[src/rtl/reg_file_param.sv]
// ============================================================================
// reg_file_param
// ----------------------------------------------------------------------------
// Parametrised general-purpose register file for the datapath. It sits between
// decode (which supplies the read addresses) and writeback (which drives the
// write port).
//
// Features:
//   - Two combinational read ports with a same-cycle write-to-read bypass.
//   - One synchronous write port, active only while the block is idle.
//   - A multi-cycle reinitialise sequence that rewrites every register with
//     its own index, one register per clock, with a busy / init_done
//     handshake.
//   - Optional hard-wired zero register 0, selected by defining the macro
//     REGFILE_X0_ZERO_EN at compile time.
//
// Parameters:
//   XLEN   register width in bits
//   DEPTH  number of registers (power of two, at least 2)
//   AW     address width, must equal log2(DEPTH)
//
// Ports:
//   clk        in   clock, all state changes on its rising edge
//   reset_n    in   asynchronous active-low reset
//   RS1, RS2   in   read addresses
//   RD         in   write address
//   WriteData  in   write data
//   RegWrite   in   write enable
//   ReadData1  out  read data, port 1 (combinational)
//   ReadData2  out  read data, port 2 (combinational)
//   init_req   in   single-cycle request to reinitialise every register
//   busy       out  high while the reinitialise sequence runs
//   init_done  out  one-cycle pulse when the sequence completes
// ============================================================================
module reg_file_param #(
   parameter int XLEN  = 64,
   parameter int DEPTH = 32,
   parameter int AW    = 5
) (
   input  logic            clk,
   input  logic            reset_n,
   input  logic [AW-1:0]   RS1,
   input  logic [AW-1:0]   RS2,
   input  logic [AW-1:0]   RD,
   input  logic [XLEN-1:0] WriteData,
   input  logic            RegWrite,
   output logic [XLEN-1:0] ReadData1,
   output logic [XLEN-1:0] ReadData2,
   input  logic            init_req,
   output logic            busy,
   output logic            init_done
);

   // Register 0 is either an ordinary register or a hard-wired zero.
`ifdef REGFILE_X0_ZERO_EN
   localparam bit X0_ZERO = 1'b1;
`else
   localparam bit X0_ZERO = 1'b0;
`endif

   localparam logic [AW-1:0] LAST_IDX = AW'(DEPTH - 1);

   typedef enum logic {
      IDLE = 1'b0,
      INIT = 1'b1
   } state_t;

   state_t          state;
   logic [AW-1:0]   idx;
   logic [XLEN-1:0] regs [DEPTH];

   logic            write_live;
   logic            rd_is_zero;

   // A write is only honoured while idle; with the zero register enabled a
   // write aimed at address 0 is treated as if it never happened, which also
   // keeps it out of the bypass path.
   assign rd_is_zero = (RD == '0);
   assign write_live = RegWrite && (state == IDLE) && !(X0_ZERO && rd_is_zero);

   // Control FSM. The request edge arms the index at 0 and raises busy; each
   // INIT cycle advances the index, and the edge that rewrites the last
   // register returns to IDLE, drops busy and fires the one-cycle done pulse.
   // init_req is only looked at in IDLE, so a request while busy is ignored.
   always_ff @(posedge clk or negedge reset_n) begin
      if (!reset_n) begin
         state     <= IDLE;
         idx       <= '0;
         busy      <= 1'b0;
         init_done <= 1'b0;
      end else begin
         init_done <= 1'b0;
         case (state)
            IDLE: begin
               if (init_req) begin
                  state <= INIT;
                  idx   <= '0;
                  busy  <= 1'b1;
               end
            end
            INIT: begin
               if (idx == LAST_IDX) begin
                  state     <= IDLE;
                  idx       <= '0;
                  busy      <= 1'b0;
                  init_done <= 1'b1;
               end else begin
                  idx <= idx + AW'(1);
               end
            end
            default: begin
               state <= IDLE;
               idx   <= '0;
               busy  <= 1'b0;
            end
         endcase
      end
   end

   // Storage array, one flop group per register so each can carry its own
   // reset value (its index). Register 0 resets to 0 in both configurations,
   // and with the zero register enabled it never accepts a write because
   // write_live excludes address 0 and the INIT value for it is 0 anyway.
   for (genvar g = 0; g < DEPTH; g++) begin : g_reg
      localparam logic [AW-1:0]   MY_ADDR  = AW'(g);
      localparam logic [XLEN-1:0] MY_INDEX = XLEN'(g);

      always_ff @(posedge clk or negedge reset_n) begin
         if (!reset_n) begin
            regs[g] <= MY_INDEX;
         end else if (state == INIT) begin
            if (idx == MY_ADDR) begin
               regs[g] <= MY_INDEX;
            end
         end else if (write_live && (RD == MY_ADDR)) begin
            regs[g] <= WriteData;
         end
      end
   end

   // Read port 1: the array value, replaced by the in-flight write data when
   // the same register is being written this cycle.
   always_comb begin
      ReadData1 = regs[RS1];
      if (write_live && (RD == RS1)) begin
         ReadData1 = WriteData;
      end
      if (X0_ZERO && (RS1 == '0)) begin
         ReadData1 = '0;
      end
   end

   // Read port 2: identical structure to port 1; both may bypass at once.
   always_comb begin
      ReadData2 = regs[RS2];
      if (write_live && (RD == RS2)) begin
         ReadData2 = WriteData;
      end
      if (X0_ZERO && (RS2 == '0)) begin
         ReadData2 = '0;
      end
   end

endmodule
[config.mk]
export PLATFORM = sky130hd
export DESIGN_NAME = reg_file_param
export DESIGN_NICKNAME = d
export VERILOG_FILES = /design/src/rtl/reg_file_param.sv
export SDC_FILE = /design/constraint.sdc
export NUM_CORES = 2
export LEC_CHECK = 0
export CAP_MARGIN = 20
export CORE_MARGIN = 3
export CORE_UTILIZATION = 45
export CTS_CLUSTER_DIAMETER = 60
export DETAILED_ROUTE_END_ITERATION = 6
export PLACE_DENSITY = 0.72
export SETUP_SLACK_MARGIN = 0.05
export SLEW_MARGIN = 40
export SYNTH_ARGS = -nofsm -noshare
export SYNTH_HDL_FRONTEND = slang
export SYNTH_SLANG_ARGS = --single-unit
[constraint.sdc]
create_clock -name clk -period 5 [get_ports clk]
set_clock_uncertainty 0.2 [all_clocks]
set_input_delay 1.25 -clock clk [delete_from_list [all_inputs] [get_ports clk]]
set_output_delay 1.25 -clock clk [all_outputs]
set_load 0.02 [all_outputs]
==> results.json <==
{
  "grt_util_all_layers": 0.351,
  "syn_nets": 10100,
  "cp-startpoint": "RS1[0]",
  "synth.avg_cell_area_um2": 10.8,
  "final_cells": 13700,
  "maxSlewViolCount": 0,
  "relSlewSlack": 0.191,
  "viasPerCell": 6.92,
  "wirelength_um": 441000,
  "hold_viol": 0,
  "worstMarginPinSlew_ns": 1.21,
  "r2r_start": "state$_DFF_PN0_",
  "drtPass1Iterations": 7,
  "drc": 5,
  "synth_warnings": 0,
  "period_needed_ns": 5.10,
  "die_area_um2": 244000,
  "ant_nets": 0,
  "die_w_um": 494,
  "arrival_ns": 3.65,
  "status": "finished with violations",
  "hold_path_class": "input port to asynchronous set/reset pin",
  "grt_pass1_wl_um": 632000,
  "ios": 213,
  "cts_made_buffers": 205,
  "layout_setup_ws_ns": -0.0958,
  "clk_pin_slew_ns": 0.06,
  "die_y_um": 494,
  "tns_ns": -0.752,
  "dp_hpwl_um": 265000,
  "core-area_um2": 236000,
  "violations": "design-rule violations, negative setup slack",
  "routabilityCongestion": 0.944,
  "rsz0062_at_grt": "true",
  "clockBufferDepth": 3,
  "ir_drop_v": 0.000431,
  "reg2reg_slack_ns": 1.04,
  "start_util": 0.454,
  "drt_iter0_drc": 15700,
  "drv_cap": 0,
  "netlist.area_leader.share": 0.461,
  "ys_types": 70,
  "synthFlopType": "dfrtp_1",
  "wl_per_cell_um": 32.2,
  "timing.fmax_ghz": 0.196,
  "htreeDepth": 4,
  "async_flop_share": 1.00,
  "drive_above_1_share": 0.259,
  "port_buffers": 212,
  "min_period_over_period": 1.02,
  "crit_type": "input port to primary output",
  "synth.ff_latch_count": 2056,
  "required_ns": 3.55,
  "cp-end-kind": "primary output",
  "gr-total-overflow": 0,
  "dp_slack_ns": -0.930,
  "insertion_delay_ns": 0.86,
  "synth_edf_count": 0,
  "crit_fanout": 8,
  "cp-start-kind": "input port",
  "clock-sinks": 2056,
  "num_rows": 178,
  "fin_nets": 10500,
  "syn-cell-area_um2": 107000,
  "cts_root_buffer": "clkbuf_16",
  "finish.utilization": 0.549,
  "grt_pass1_vias": 92600,
  "num_vias": 94800,
  "p_leak_nw": 54.9,
  "dp_cells": 13100,
  "setup_violations": 22,
  "tritoncts": "built",
  "area_growth_pct": 20.9,
  "synthTopCellsByArea": "dfrtp_1, mux4_2, o21ai_0",
  "power_w": 0.0607,
  "seq_area_frac_synth": 0.481,
  "antenna_found_initial": 29,
  "synth_top_cell_by_area": "dfrtp_1",
  "grt_max_degree": 161,
  "powerDensity_nw_per_um2": 469,
  "syn_inst": 9970
}
==> report_power, final <==
group | switching [W] | internal [W] | total (W)
sequential | 0.00418 | 0.0218 | 0.0260
clock | 0.00711 | 0.00893 | 0.0160
combinational | 0.0107 | 0.00799 | 0.0187
==> timing repair <==
action	in CTS	in global routing
endpoints found under the setup margin	127	108
hold buffers	0	0
resized for setup	376	289
buffers inserted	50	90
pin swaps	31	61
cloned	11	15
==> state kept, by name (all words and copies together), names as in the netlist <==
signal / flops
idx: 5
busy: 1
init_done: 1
regs: 2048
state: 1
==> area by class of cell <==
type	instances	area, µm²
fill	19100	107000
multi-input combinational	6801	52200
sequential	2056	51600
timing repair buffer	1264	14800
clock buffer	303	6010
tap	3150	3940
clock inverter	76	838
inverter	36	153
antenna	20	50.0
==> metal layers <==
metal	global-route usage	wire length (µm)	vias to the layer above
li1	-	-	37300
met1	0.432	146000	46600
met2	0.495	185000	8570
met3	0.147	72300	2253
met4	0.259	37700	34
met5	0.00196	431	-
==> worst paths after layout <==
kind / end / depth (start not counted)
max: ReadData1[40] / 13
min: regs[1506]$_DFFE_PN0P_ / 1
max reg2reg: regs[734]$_DFFE_PN0P_ / 5
min reg2reg: regs[833]$_DFFE_PN1P_ / 2
max in group asynchronous: state$_DFF_PN0_ / 2
min in group clk: regs[833]$_DFFE_PN1P_ / 2
==> logic make-up (layout without fill, tap and decap cells) <==
| logic type | after synthesis | after routing | share of synthesized area |
|---|---|---|---|
| other | 0 | 20 | 0 |
| and+or+nand+nor | 2568 | 2568 | 0.0945 |
| xor gates and xnor gates | 12 | 12 | 0.00105 |
| AOI/OAI and AO/OA | 2938 | 2938 | 0.157 |
| muxes | 1277 | 1277 | 0.218 |
| DFF | 2056 | 2056 | 0.481 |
| buffers and inverters | 1113 | 1679 | 0.0476 |
| adders and majority gates | 6 | 6 | 0.000700 |
==> cell usage in the layout (no fill, tap or decap), drive strengths merged, types with 11 or more instances in the layout <==
| cell type | synthesis | final |
|---|---|---|
| o22ai | 239 | 239 |
| a211o | 23 | 23 |
| dfstp | 80 | 80 |
| a2111oi | 24 | 24 |
| mux4 | 846 | 846 |
| mux2i | 420 | 420 |
| clkinv | 1 | 41 |
| o21ai | 2048 | 2048 |
| a22oi | 49 | 49 |
| nand2 | 2029 | 2029 |
| nor3 | 85 | 85 |
| a221o | 28 | 28 |
| nand2b | 15 | 15 |
| clkbuf | 717 | 335 |
| a211oi | 39 | 39 |
| nor2 | 243 | 243 |
| nand3 | 138 | 138 |
| o221ai | 159 | 159 |
| a32oi | 13 | 13 |
| buf | 360 | 1120 |
| clkdlybuf4s15 | 0 | 11 |
| diode | 0 | 20 |
| dfrtp | 1976 | 1976 |
| a21oi | 141 | 141 |
| a32o | 62 | 62 |
| bufinv | 0 | 11 |
| inv | 35 | 51 |
| mux2 | 11 | 11 |
| a31oi | 20 | 20 |
| clkdlybuf4s50 | 0 | 67 |
| and2 | 27 | 27 |
| a22o | 14 | 14 |
| dlygate4sd2 | 0 | 25 |
| o21a | 14 | 14 |
==> synth_stat cells, types with 15 or more instances <==
cell and n:
and2_1 24, a22oi_1 49, a21oi_1 141, o21ai_0 2039, dfrtp_1 1976, o221ai_1 159, a221o_1 28, buf_1 51
buf_2 187, dfstp_2 80, nor3_1 83, o22ai_1 239, a211o_1 23, mux2i_1 420, inv_1 33, mux4_2 846
nor2_1 243, buf_4 67, nand2_1 2028, nand2b_1 15, clkbuf_1 717, a32o_1 62, a2111oi_0 24, nand3_1 138
a31oi_1 20, a211oi_1 39, buf_6 52
==> worst max-delay path, cell delays in order <==
cell and delay [ns]:
buf_16 0.14, buf_16 0.16, buf_12 0.14, xnor2_4 0.15
nand4_4 0.19, nor3_4 0.27, buf_12 0.21, buf_12 0.12
buf_4 0.14, buf_6 0.12, a2111o_1 0.10, o211ai_1 0.32
buf_4 0.29
==> metrics by stage <==
step,hold slack [ns],instance area [µm²]
2_1_floorplan,0.245,107000
3_3_place_gp,0.253,118000
3_5_place_dp,0.259,118000
4_1_cts,0.174,127000
5_1_grt,0.163,130000
6_report,0.184,130000
Note: power is estimated with default switching activity, not from simulation.
